--- src/rtl/al_bky_word_sequencer_if.sv ---
// Handshake bundle between the auto-load word sequencer, its START/status
// controller, the BPI readback path and the Buckeye auto-load shifter.
interface al_bky_word_sequencer_if;
    logic        START;
    logic        BPI_RD_REQ;
    logic        BPI_DATA_VLD;
    logic [15:0] BPI_DATA;
    logic        AL_DONE;
    logic        CAPTURE;
    logic [15:0] BPI_AL_REG;
    logic        CLR_AL_DONE;
    logic        BUSY;
    logic        AL_OK;
    logic [2:0]  AL_ERR;
    logic [10:0] WORD_CNT;

    modport master (
        input  START, BPI_DATA_VLD, BPI_DATA, AL_DONE,
        output BPI_RD_REQ, CAPTURE, BPI_AL_REG, CLR_AL_DONE,
        output BUSY, AL_OK, AL_ERR, WORD_CNT
    );

    modport slave (
        output START, BPI_DATA_VLD, BPI_DATA, AL_DONE,
        input  BPI_RD_REQ, CAPTURE, BPI_AL_REG, CLR_AL_DONE,
        input  BUSY, AL_OK, AL_ERR, WORD_CNT
    );
endinterface

--- src/rtl/al_bky_word_sequencer.sv ---
// Fetches a config image over BPI, checks header and XOR checksum, streams the
// payload into the Buckeye auto-load FIFO and handshakes the loader's DONE.
module al_bky_word_sequencer #(
    parameter logic [15:0] N_WORDS  = 16'd36,
    parameter logic [15:0] HDR_WORD = 16'hBC0A,
    parameter logic [23:0] TMO_CYC  = 24'd2000000
) (
    input  logic                           CLK40,
    input  logic                           RST_N,
    al_bky_word_sequencer_if.master        bus
);

    typedef enum logic [2:0] {
        ST_IDLE  = 3'd0,
        ST_REQ   = 3'd1,
        ST_HDR   = 3'd2,
        ST_DATA  = 3'd3,
        ST_CSUM  = 3'd4,
        ST_WAIT  = 3'd5,
        ST_CLEAR = 3'd6
    } state_e;

    localparam logic [10:0] LAST_WORD = N_WORDS[10:0] - 11'd1;
    localparam logic [23:0] TMO_LAST  = TMO_CYC - 24'd1;

    state_e      state_q;
    logic        rd_req_q;
    logic        capture_q;
    logic [15:0] al_reg_q;
    logic        clr_q;
    logic        ok_q;
    logic [2:0]  err_q;
    logic [10:0] cnt_q;
    logic [15:0] acc_q;
    logic [23:0] tmr_q;

    // Sequencer FSM; every strobe is raised on the transition into the cycle it belongs to.
    always_ff @(posedge CLK40) begin
        if (!RST_N) begin
            state_q   <= ST_IDLE;
            rd_req_q  <= 1'b0;
            capture_q <= 1'b0;
            al_reg_q  <= 16'd0;
            clr_q     <= 1'b0;
            ok_q      <= 1'b0;
            err_q     <= 3'd0;
            cnt_q     <= 11'd0;
            acc_q     <= 16'd0;
            tmr_q     <= 24'd0;
        end else begin
            rd_req_q  <= 1'b0;
            capture_q <= 1'b0;
            clr_q     <= 1'b0;
            case (state_q)
                ST_IDLE: begin
                    if (bus.START) begin
                        state_q  <= ST_REQ;
                        rd_req_q <= 1'b1;
                        ok_q     <= 1'b0;
                        err_q    <= 3'd0;
                        cnt_q    <= 11'd0;
                        acc_q    <= 16'd0;
                    end else begin
                        state_q  <= ST_IDLE;
                    end
                end
                ST_REQ: begin
                    state_q <= ST_HDR;
                end
                ST_HDR: begin
                    if (bus.BPI_DATA_VLD) begin
                        if (bus.BPI_DATA == HDR_WORD) begin
                            state_q <= ST_DATA;
                        end else begin
                            err_q   <= 3'd1;
                            state_q <= ST_IDLE;
                        end
                    end else begin
                        state_q <= ST_HDR;
                    end
                end
                ST_DATA: begin
                    if (bus.BPI_DATA_VLD) begin
                        capture_q <= 1'b1;
                        al_reg_q  <= bus.BPI_DATA;
                        acc_q     <= acc_q ^ bus.BPI_DATA;
                        cnt_q     <= cnt_q + 11'd1;
                        if (cnt_q == LAST_WORD) begin
                            state_q <= ST_CSUM;
                        end else begin
                            state_q <= ST_DATA;
                        end
                    end else begin
                        state_q <= ST_DATA;
                    end
                end
                ST_CSUM: begin
                    if (bus.BPI_DATA_VLD) begin
                        if (bus.BPI_DATA == acc_q) begin
                            state_q <= ST_WAIT;
                            tmr_q   <= 24'd0;
                        end else begin
                            err_q   <= 3'd2;
                            state_q <= ST_IDLE;
                        end
                    end else begin
                        state_q <= ST_CSUM;
                    end
                end
                ST_WAIT: begin
                    // DONE is checked first so it wins over a coincident timeout
                    if (bus.AL_DONE) begin
                        state_q <= ST_CLEAR;
                        clr_q   <= 1'b1;
                    end else if (tmr_q == TMO_LAST) begin
                        err_q   <= 3'd3;
                        state_q <= ST_IDLE;
                    end else begin
                        tmr_q   <= tmr_q + 24'd1;
                        state_q <= ST_WAIT;
                    end
                end
                ST_CLEAR: begin
                    ok_q    <= 1'b1;
                    state_q <= ST_IDLE;
                end
                default: begin
                    state_q <= ST_IDLE;
                end
            endcase
        end
    end

    assign bus.BPI_RD_REQ  = rd_req_q;
    assign bus.CAPTURE     = capture_q;
    assign bus.BPI_AL_REG  = al_reg_q;
    assign bus.CLR_AL_DONE = clr_q;
    assign bus.BUSY        = (state_q != ST_IDLE);
    assign bus.AL_OK       = ok_q;
    assign bus.AL_ERR      = err_q;
    assign bus.WORD_CNT    = cnt_q;

endmodule

--- src/flat_wrapper.sv ---
// flat-port wrapper written by rule: the top's interface ports become plain ports
module al_bky_word_sequencer_flat 
#(
    parameter logic [15:0] N_WORDS  = 16'd36,
    parameter logic [15:0] HDR_WORD = 16'hBC0A,
    parameter logic [23:0] TMO_CYC  = 24'd2000000
)
  (CLK40, RST_N, bus_START, bus_BPI_DATA_VLD, bus_BPI_DATA, bus_AL_DONE, bus_BPI_RD_REQ, bus_CAPTURE, bus_BPI_AL_REG, bus_CLR_AL_DONE, bus_BUSY, bus_AL_OK, bus_AL_ERR, bus_WORD_CNT);
  al_bky_word_sequencer_if bus_i ();
  input  logic CLK40;
  input  logic RST_N;
  input wire logic [$bits(bus_i.START)-1:0] bus_START;
  input wire logic [$bits(bus_i.BPI_DATA_VLD)-1:0] bus_BPI_DATA_VLD;
  input wire logic [$bits(bus_i.BPI_DATA)-1:0] bus_BPI_DATA;
  input wire logic [$bits(bus_i.AL_DONE)-1:0] bus_AL_DONE;
  output wire logic [$bits(bus_i.BPI_RD_REQ)-1:0] bus_BPI_RD_REQ;
  output wire logic [$bits(bus_i.CAPTURE)-1:0] bus_CAPTURE;
  output wire logic [$bits(bus_i.BPI_AL_REG)-1:0] bus_BPI_AL_REG;
  output wire logic [$bits(bus_i.CLR_AL_DONE)-1:0] bus_CLR_AL_DONE;
  output wire logic [$bits(bus_i.BUSY)-1:0] bus_BUSY;
  output wire logic [$bits(bus_i.AL_OK)-1:0] bus_AL_OK;
  output wire logic [$bits(bus_i.AL_ERR)-1:0] bus_AL_ERR;
  output wire logic [$bits(bus_i.WORD_CNT)-1:0] bus_WORD_CNT;
  assign bus_i.START = bus_START;
  assign bus_i.BPI_DATA_VLD = bus_BPI_DATA_VLD;
  assign bus_i.BPI_DATA = bus_BPI_DATA;
  assign bus_i.AL_DONE = bus_AL_DONE;
  assign bus_BPI_RD_REQ = bus_i.BPI_RD_REQ;
  assign bus_CAPTURE = bus_i.CAPTURE;
  assign bus_BPI_AL_REG = bus_i.BPI_AL_REG;
  assign bus_CLR_AL_DONE = bus_i.CLR_AL_DONE;
  assign bus_BUSY = bus_i.BUSY;
  assign bus_AL_OK = bus_i.AL_OK;
  assign bus_AL_ERR = bus_i.AL_ERR;
  assign bus_WORD_CNT = bus_i.WORD_CNT;
  al_bky_word_sequencer #(.N_WORDS(N_WORDS), .HDR_WORD(HDR_WORD), .TMO_CYC(TMO_CYC)) u_core (.CLK40(CLK40), .RST_N(RST_N), .bus(bus_i));
endmodule
--- config.mk ---
export PLATFORM = sky130hd
export DESIGN_NAME = al_bky_word_sequencer_flat
export DESIGN_NICKNAME = d
export VERILOG_FILES = /design/src/rtl/al_bky_word_sequencer_if.sv /design/src/rtl/al_bky_word_sequencer.sv /design/src/flat_wrapper.sv
export SDC_FILE = /design/constraint.sdc
export NUM_CORES = 1
export LEC_CHECK = 0
export ABC_AREA = 1
export CAP_MARGIN = 40
export CORE_MARGIN = 3
export CORE_UTILIZATION = 45
export CTS_BUF_LIST = sky130_fd_sc_hd__clkbuf_4 sky130_fd_sc_hd__clkbuf_8
export CTS_CLUSTER_DIAMETER = 150
export DETAILED_ROUTE_END_ITERATION = 7
export MAX_ROUTING_LAYER = met4
export PLACE_DENSITY = 0.65
export SLEW_MARGIN = 20
export SYNTH_ARGS = -nofsm -noshare
export SYNTH_HDL_FRONTEND = slang
export SYNTH_SLANG_ARGS = --single-unit
export TNS_END_PERCENT = 30
--- constraint.sdc ---
create_clock -name CLK40 -period 2.4 [get_ports CLK40]
set_input_delay 0.6 -clock CLK40 [delete_from_list [all_inputs] [get_ports CLK40]]
set_output_delay 0.6 -clock CLK40 [all_outputs]
set_load 0.1 [all_outputs]
[Yosys cells after proc, flatten, opt, wreduce, memory -nomap -nowiden]
Cells that the tools add are included.
Operators by class
  $add $sub $neg: 2
  equality and inequality tests: 20
  multiplexer cells: 34
  bitwise logic cells: 1
  reductions and logical operators: 14
Operators with widths (count)
  2-to-1 mux 24 bit: 4
  case mux 24 bit (2 select lines): 1
  2-to-1 mux 3 bit: 13
  2-to-1 mux 16 bit: 2
  case mux 16 bit (2 select lines): 1
  adder 24 x 1 -> 24 bit, second input constant: 1
  == test 24 x 21 -> 1 bit, second input constant: 1
  2-to-1 mux 11 bit: 2
  case mux 11 bit (2 select lines): 1
  case mux 3 bit (6 select lines): 1
  == test 16 bit: 1
  == test 16 bit, second input constant: 1
  != test 2 bit, second input constant: 8
  XOR 16 bit: 1
  case mux 3 bit (4 select lines): 1
  adder 11 x 1 -> 11 bit, second input constant: 1
  == test 11 x 6 -> 1 bit, second input constant: 1
  AND reduction 2 bit: 5
  == test 3 bit, second input constant: 3
  AND reduction 8 bit: 1
  == test 3 x 2 -> 1 bit, second input constant: 2
  nonzero test 2 bit: 3
  2-to-1 mux 1 bit: 5
  AND reduction 5 bit: 1
  8 further kinds: 10
Word-level totals
  flip-flop bits (word level): 77
  input port bits: 21
  output and inout port bits: 35
  word-level logic and storage cells: 81

[Longest topological paths before layout]
Gate-level depths: netlist of the first run.
  depth after elaboration: 4
  depth in mapped cells: 14
  depth with buffers taken out: 12

[Worst setup path after synthesis of the first run]
No wires, ideal clock.
  path type: reg-to-reg
  start: reg u_core.cnt_q[0] (netlist: u_core.bus.WORD_CNT[0])
  end: reg u_core.cnt_q[8] (netlist: u_core.bus.WORD_CNT[8])
  setup time: 117 ps
  arrival time: 2129 ps
  data required time: 2283 ps
  setup slack: 154 ps
  cell stages (with the launch flop): 7
  buffers on the path: 0
  clock period less this slack: 2246 ps
  cells stage by stage: dfxtp_1 > ha_1 > nand2_1 > nor3_1 > nand3_1 > o211ai_1 > inv_1
Between the ends
  cells in the longest elaborated chain, start to end: 3
RTL lines
  start: declaration: RTL line al_bky_word_sequencer.sv:33  | logic [10:0] cnt_q;
  start signal: assignment: RTL line al_bky_word_sequencer.sv:87  | cnt_q <= cnt_q + 11'd1;
  adder 11 x 1 -> 11 bit: RTL line al_bky_word_sequencer.sv:87
  2-to-1 mux 11 bit: RTL line al_bky_word_sequencer.sv:83  | if (bus.BPI_DATA_VLD) begin
  case mux 11 bit (2 select lines): RTL line al_bky_word_sequencer.sv:54  | case (state_q)
Every way passes these cells. The select of a mux whose other input is x is not followed.
A chain may end at the register's enable or synchronous reset.

[Worst setup path in the final report of the first run]
  start: in bus_BPI_DATA[11]
  end: reg u_core.tmr_q[9]
Between the ends
  cells in the longest elaborated chain, start to end: 3
RTL lines
  start: declaration: RTL line flat_wrapper.sv:14  | input wire logic [$bits(bus_i.BPI_DATA)-1:0] bus_BPI_DATA;
  == test 16 bit: RTL line al_bky_word_sequencer.sv:99  | if (bus.BPI_DATA == acc_q) begin
  != test 2 x 1 -> 1 bit (no source line)
  AND reduction 5 bit (no source line)
  end signal: assignment: RTL line al_bky_word_sequencer.sv:119  | tmr_q <= tmr_q + 24'd1;
  end: declaration: RTL line al_bky_word_sequencer.sv:35  | logic [23:0] tmr_q;
Every way passes these cells.

==> metrics.md, run 1 <==
| Metric | Value |
|---|---|
| Pwr dens | `483 mW/mm2` |
| 1st-pass router iterations | `7` |
| Nets | `roughly 790` |
| Worst-Skew Late Latency | `0.35 ns` |
| Synthesized area per cell | `roughly 6.4 um2` |
| Vias in the first global route | `4306` |
| CTS Sinks | `76` |
| Post-Synthesis Cells | `712` |
| Clock slew at reported path FFs | `about 0.09 ns` |
| Initial Utilization | `between 40 and 50%` |
| FF+latch count, synth | `76` |
| Initial antenna violation count | `0` |
| Internal cell power | `1.80 mW` |
| CTS tree | `yes` |
| Area of the die | `~0.011 mm2` |
| Post-layout power | `approximately 2.6 mW` |
| Largest net degree at the start of global routing | `38` |
| RSZ-0062 raised after global routing | `false` |
| HP Class | `flop to flop` |
| Post-DP HPWL | `between 8000 and 9000 um` |
| Final period utilization | `roughly 85%` |
| Synth Flop Type | `dfxtp_1` |
| Sw Pwr | `just under 800 uW` |
| Vias/cell | `5.03` |
| Post-synthesis net count | `roughly 740` |
| Final setup margin | `~0.35 ns` |
| Final non-filler cell area | `roughly 0.0053 mm2` |
| Worst Path Required | `around 2.7 ns` |
| Unique cell type count in the Yosys netlist | `41` |
| Max-cap violations | `0` |
| Wirelength per Cell | `about 13 um` |
| Maximum clock path buffer count | `2` |
| Crit end category | `flop` |
| Fillers | `between 900 and 1000` |
| Post-CTS setup buffers | `0` |
| Core Rows | `35` |
| Pleak | `2.17 nW` |
| Most used cell, CP | `nand2_1` |
| Max rail drop VDD | `a little over 0.0003 V` |
| Reg power frac | `between 50% and 60%` |
| Synth-to-Final Area Change | `17.8%` |
| Via count | `approximately 4500` |
| Residual DRC | `0` |
| Slowest CP cell | `clkdlybuf4s50_1` |
| Post-CTS Resized | `0` |
| GRT Total Usage | `22.3%` |
| Cell area after synthesis | `0.00453 mm2` |
| Core box area | `roughly 0.0095 mm2` |
| CP Launch Type | `input pin` |
| CTS Buf Count | `9` |
| Largest stage delay on the critical path | `0.50 ns` |
| GRT Residual Overflow | `0` |
| Hold_ws | `0.467 ns` |
| Clock power frac | `approximately 36%` |
| Fin. Hold Viols | `0` |
| Gate power share | `13.6%` |
| Die Ht | `between 100 and 150 um` |
| Cells along the critical path | `clkdlybuf4s50_1 > inv_1 > nand2_1 > nand2_1 > nor2_1 > nand2_1 > nor2_1 > nand2_1 > nand2_1 > buf_12 > nand3_2 > a21oi_2` |
| Sequential share of the synthesized area | `approximately a third` |
| Crit path max fanout | `28` |
| Crit path DAT | `roughly 2.3 ns` |
| Hold-fix buffers at CTS | `0` |
| Ys async rst share | `0%` |
| Status | `finished, final reports clean` |
| Max Slew Vio Count | `0` |
| Root buffer cell | `clkbuf_8` |
| Sw Share | `30.3%` |
| Total placed cells including tap cells | `between 800 and 900` |
| EDFF count, synth | `0` |
| Setup TNS | `0 ns` |
| Yosys Warn Count | `0` |
| First-pass GRT wire length | `around 20000 um` |
| Total Routed Length | `11800 um` |
| I/O Pins | `56` |
| 1st-iter DRT viols | `200` |
| Die width | `106 um` |
| Final setup violation count | `0` |
| Critical path class | `input pin to flop` |
| PortBufs | `54` |
| # H-tree levels | `3` |
| Layout cells sized above 1 | `16.4%` |
| Diode count | `0` |
| Pre-CTS setup slack | `-0.00776 ns` |
| GP Congestion | `roughly 0.87` |
| Non-filler instance count after layout | `roughly 900` |
| Post-layout min period | `2.05 ns` |
| Placed cell area | `about 0.0051 mm2` |
| Setup Skew | `approximately 0.013 ns` |
| Max Fclk | `about 490 MHz` |
| Antenna viol nets, final | `0` |
| Final core utilization | `56.1%` |
==> synth_stat cells (4+ instances only) <==
cell,count,area share [%]
a21oi_1,50,5.5
a21oi_2,18,3.5
buf_2,7,0.77
buf_4,6,0.99
clkbuf_1,10,0.83
dfxtp_1,76,34
inv_1,68,5.6
inv_2,7,0.58
nand2_1,198,16
nand2_2,4,0.55
nand3_1,73,8.1
nand3_2,13,2.9
nand4_1,12,1.7
nor2_1,115,9.5
nor2_2,5,0.69
nor3_1,10,1.1
o21ai_0,5,0.55
o21bai_1,5,0.83
==> cell families (layout without fill, tap and decap cells) <==
group                    count (synthesis)  in the layout  share of synthesized area (%)
XOR/XNOR                                 3              3                          0.580
other                                    1              1                         0.0828
adder cells (fa/ha/maj)                  2              2                          0.552
AND/OR/NAND/NOR                        441            441                           43.1
buffers and inverters                  105            169                           10.7
AO/OA/AOI/OAI                           84             84                           11.5
flip-flops                              76             76                           33.6
==> registers in the layout, summed over array words and instances (netlist names) <==
register	count
u_core.acc_q	16
u_core.bus.AL_ERR	2
u_core.bus.AL_OK	1
u_core.bus.BPI_AL_REG	16
u_core.bus.BPI_RD_REQ	1
u_core.bus.CAPTURE	1
u_core.bus.CLR_AL_DONE	1
u_core.bus.WORD_CNT	11
u_core.state_q	3
u_core.tmr_q	24
==> critical path: cells and delay by family <==
kind / cells / cell delay (ns)
buf+inv: 3 / 0.79
simple gates: 8 / 0.79
compound gates: 1 / 0.15
==> placed cells by master, fill, tap and decap left out, types with 2 or more instances in the layout <==
master,n
nand2_1,198
nor2_1,115
dfxtp_1,76
nand3_1,73
inv_1,68
buf_4,56
a21oi_1,50
clkdlybuf4s50_1,20
a21oi_2,18
nand3_2,13
nand4_1,12
nor3_1,10
clkbuf_8,10
inv_2,7
nor2_2,5
o21ai_0,5
o21bai_1,5
nand2_2,4
xor2_1,2
nand3b_1,2
or2_2,2
ha_1,2
clkinv_2,2
clkinv_4,2
buf_12,2
==> power groups by stage <==
| stage | combinational (mW) | sequential (mW) | clock [mW] |
|---|---|---|---|
| 4_1_cts | 0.353 | 1.29 | 0.966 |
| 6_report | 0.351 | 1.29 | 0.935 |
| 3_3_place_gp | 0.351 | 1.32 | 0 |
| 3_5_place_dp | 0.352 | 1.32 | 0 |
| 5_1_grt | 0.379 | 1.29 | 1.02 |
| 2_1_floorplan | 0.159 | 1.39 | 0 |
==> per-layer routing <==
metal | global-route usage [%] | share of wire [%]
met5 | - | 0
met1 | 29.2 | 49
met3 | 2.85 | 3.9
met2 | 36.0 | 46
met4 | 7.31 | 1.3
==> final cells by class <==
class | instances | area, um2 | area share, %
Inverter | 75 | 282 | 5.28
Multi-Input combinational cell | 531 | 2520 | 47.3
Clock buffer | 10 | 138 | 2.58
Sequential cell | 76 | 1520 | 28.5
Tap cell | 129 | 161 | 3.03
Timing Repair Buffer | 78 | 661 | 12.4
Clock inverter | 6 | 47.5 | 0.891
==> final timing paths <==
path                                                from                  endpoint  slack, ns  cells past startpoint
worst max-delay path                    bus_BPI_DATA[11]           u_core.tmr_q[9]       0.35                     12
worst min-delay path            u_core.bus.BPI_AL_REG[5]  u_core.bus.BPI_AL_REG[5]       0.47                      2
worst max register to register           u_core.tmr_q[0]          u_core.tmr_q[23]       0.53                      9
worst min register to register  u_core.bus.BPI_AL_REG[5]  u_core.bus.BPI_AL_REG[5]       0.47                      2
(Power assumes the default switching activity.)
==> inputs of run 2 (changes only) <==
- REMOVE_ABC_BUFFERS: unset -> 1
==> metrics.md, run 2 (synthesis gave the netlist of run 1 again) <==
| Metric | Value |
|---|---|
| Via count | `4542 (was 4549)` |
| Pleak | `2.18 nW (was 2.17 nW)` |
| Final period utilization | `84.7% (was 85.5%)` |
| HP Class | `flop to flop (unchanged)` |
| Final core utilization | `56.7% (was 56.1%)` |
| Antenna viol nets, final | `0 (unchanged)` |
| Post-CTS setup buffers | `0 (unchanged)` |
| Die width | `106 um (unchanged)` |
| Residual DRC | `0 (unchanged)` |
| CTS Sinks | `76 (unchanged)` |
| Gate power share | `13.0% (was 13.6%)` |
| Root buffer cell | `clkbuf_8 (unchanged)` |
| Internal cell power | `1.97 mW (was 1.80 mW)` |
| Max-cap violations | `0 (unchanged)` |
| Synth-to-Final Area Change | `18.9% (was 17.8%)` |
| Wirelength per Cell | `12.7 um (was 13.1 um)` |
| GP Congestion | `0.943 (was 0.871)` |
| Largest net degree at the start of global routing | `38 (unchanged)` |
| Post-DP HPWL | `8400 um (was 8780 um)` |
| Initial Utilization | `47.7% (unchanged)` |
| Reg power frac | `47.4% (was 50.1%)` |
| Slowest CP cell | `clkdlybuf4s50_1 (unchanged)` |
| Worst-Skew Late Latency | `0.35 ns (about the same)` |
| Max reg flops | `24 (unchanged)` |
| Hold_ws | `0.461 ns (was 0.467 ns)` |
| # H-tree levels | `3 (unchanged)` |
| Maximum clock path buffer count | `2 (unchanged)` |
| Final setup violation count | `0 (unchanged)` |
| Crit path DAT | `2.28 ns (was 2.34 ns)` |
| Status | `finished, final reports clean (unchanged)` |
| Max Fclk | `492 MHz (was 487 MHz)` |
| Vias in the first global route | `4230 (was 4306)` |
| Sw Pwr | `747 uW (was 780 uW)` |
| CTS Buf Count | `9 (unchanged)` |
| Placed cell area | `0.00518 mm2 (was 0.00515 mm2)` |
| Clock power frac | `39.6% (was 36.3%)` |
| First-pass GRT wire length | `19500 um (was 20100 um)` |
| Nets | `791 (was 794)` |
| Core box area | `0.00950 mm2 (unchanged)` |
| 1st-iter DRT viols | `261 (was 200)` |
| Setup Skew | `0.0158 ns (was 0.0130 ns)` |
| Max rail drop VDD | `0.000286 V (was 0.000302 V)` |
| Crit path max fanout | `20 (was 28)` |
| Cells along the critical path | `clkdlybuf4s50_1 > nand2_1 > inv_1 > nor2_1 > nor2_1 > nand2_1 > nor2_1 > nand2_1 > nand2_1 > nand2_1 > buf_12 > nor2_1 > nor2_1 (was clkdlybuf4s50_1 > inv_1 > nand2_1 > nand2_1 > nor2_1 > nand2_1 > nor2_1 > nand2_1 > nand2_1 > buf_12 > nand3_2 > a21oi_2)` |
| Post-layout power | `2.72 mW (was 2.58 mW)` |
| Crit end category | `flop (unchanged)` |
| Most frequent cells in the layout | `198 x nand2_1, 115 x nor2_1, 76 x dfxtp_1 (unchanged)` |
| Sw Share | `27.5% (was 30.3%)` |
| Post-layout min period | `2.03 ns (was 2.05 ns)` |
| Largest stage delay on the critical path | `0.54 ns (was 0.50 ns)` |
| Most common cell after layout, fill and taps aside | `nand2_1 (unchanged)` |
| Max Slew Vio Count | `0 (unchanged)` |
| Hold-fix buffers at CTS | `0 (unchanged)` |
| Clock slew at reported path FFs | `0.07 ns (was 0.09 ns)` |
| GRT Total Usage | `21.4% (was 22.3%)` |
| Vias/cell | `5.05 (was 5.03)` |
| Core Rows | `35 (unchanged)` |
| Fillers | `943 (was 992)` |
| Post-CTS Resized | `0 (unchanged)` |
| CTS tree | `yes (unchanged)` |
| PortBufs | `54 (unchanged)` |
| 1st-pass router iterations | `5 (was 7)` |
| Initial antenna violation count | `0 (unchanged)` |
| Largest Register | `u_core.tmr_q (unchanged)` |
| Diode count | `0 (unchanged)` |
| Pwr dens | `505 mW/mm2 (was 483 mW/mm2)` |
| Fin. Hold Viols | `0 (unchanged)` |
| Critical path class | `input pin to flop (unchanged)` |
| I/O Pins | `56 (unchanged)` |
| CP Launch Type | `input pin (unchanged)` |
| Crit path max-delay family | `simple AND/OR/NAND/NOR gates (was buffers and inverters)` |
| Worst Path Required | `2.64 ns (was 2.68 ns)` |
| Total Routed Length | `11400 um (was 11800 um)` |
| Final non-filler cell area | `0.00539 mm2 (was 0.00534 mm2)` |
| GRT Residual Overflow | `0 (unchanged)` |
| CP bufs+invs | `3 (unchanged)` |
| Die Ht | `106 um (unchanged)` |
| Layout cells sized above 1 | `15.8% (was 16.4%)` |
| Setup TNS | `0 ns (unchanged)` |
| Area of the die | `0.0113 mm2 (unchanged)` |
| RSZ-0062 raised after global routing | `false (unchanged)` |
run 2: area by class of cell:
| type | instances | area [um2] | share of cell area (%) |
|---|---|---|---|
| Sequential cell | 76 | 1520 | 28.3 |
| Tap cell | 129 | 161 | 3.00 |
| Clock buffer | 10 | 131 | 2.44 |
| Timing Repair Buffer | 75 | 688 | 12.8 |
| Multi-Input combinational cell | 531 | 2520 | 46.9 |
| Clock inverter | 4 | 76.3 | 1.42 |
| Inverter | 75 | 282 | 5.23 |
run 2: path summary, 6_finish.rpt:
path	from	to	slack [ns]	cells past startpoint
max reg2reg	u_core.tmr_q[1]	u_core.tmr_q[22]	0.60	13
max	bus_BPI_DATA[12]	u_core.tmr_q[22]	0.37	13
min	u_core.bus.BPI_AL_REG[2]	u_core.bus.BPI_AL_REG[2]	0.46	2
min reg2reg	u_core.bus.BPI_AL_REG[2]	u_core.bus.BPI_AL_REG[2]	0.46	2
run 2: layer usage:
| layer | vias up | share of wire (%) | global-route usage (%) |
|---|---|---|---|
| met2 | 92 | 46 | 34.4 |
| li1 | 2377 | - | - |
| met3 | 15 | 4.3 | 3.64 |
| met4 | 0 | 1.2 | 4.90 |
| met1 | 2058 | 48 | 28.3 |
| met5 | - | 0 | - |
run 2: power groups by stage:
stage | sequential [mW] | combinational, mW | clock [mW]
floorplan | 1.39 | 0.138 | 0
global placement | 1.32 | 0.350 | 0
detailed placement | 1.32 | 0.353 | 0
CTS | 1.29 | 0.355 | 1.10
global route | 1.29 | 0.381 | 1.15
finish | 1.29 | 0.353 | 1.08
run 2: per-stage QoR:
stage | std cells | setup WS (ns)
floorplan | 682 | -0.262
global placement | 886 | -0.000349
detailed placement | 886 | -0.00608
CTS | 900 | 0.359
global route | 900 | 0.140
finish | 900 | 0.368
run 2: tightest hold or removal path, cell delays in order (launching register included):
cell     delay [ns]
dfxtp_1        0.31
nand2_1        0.06
a21oi_1        0.05
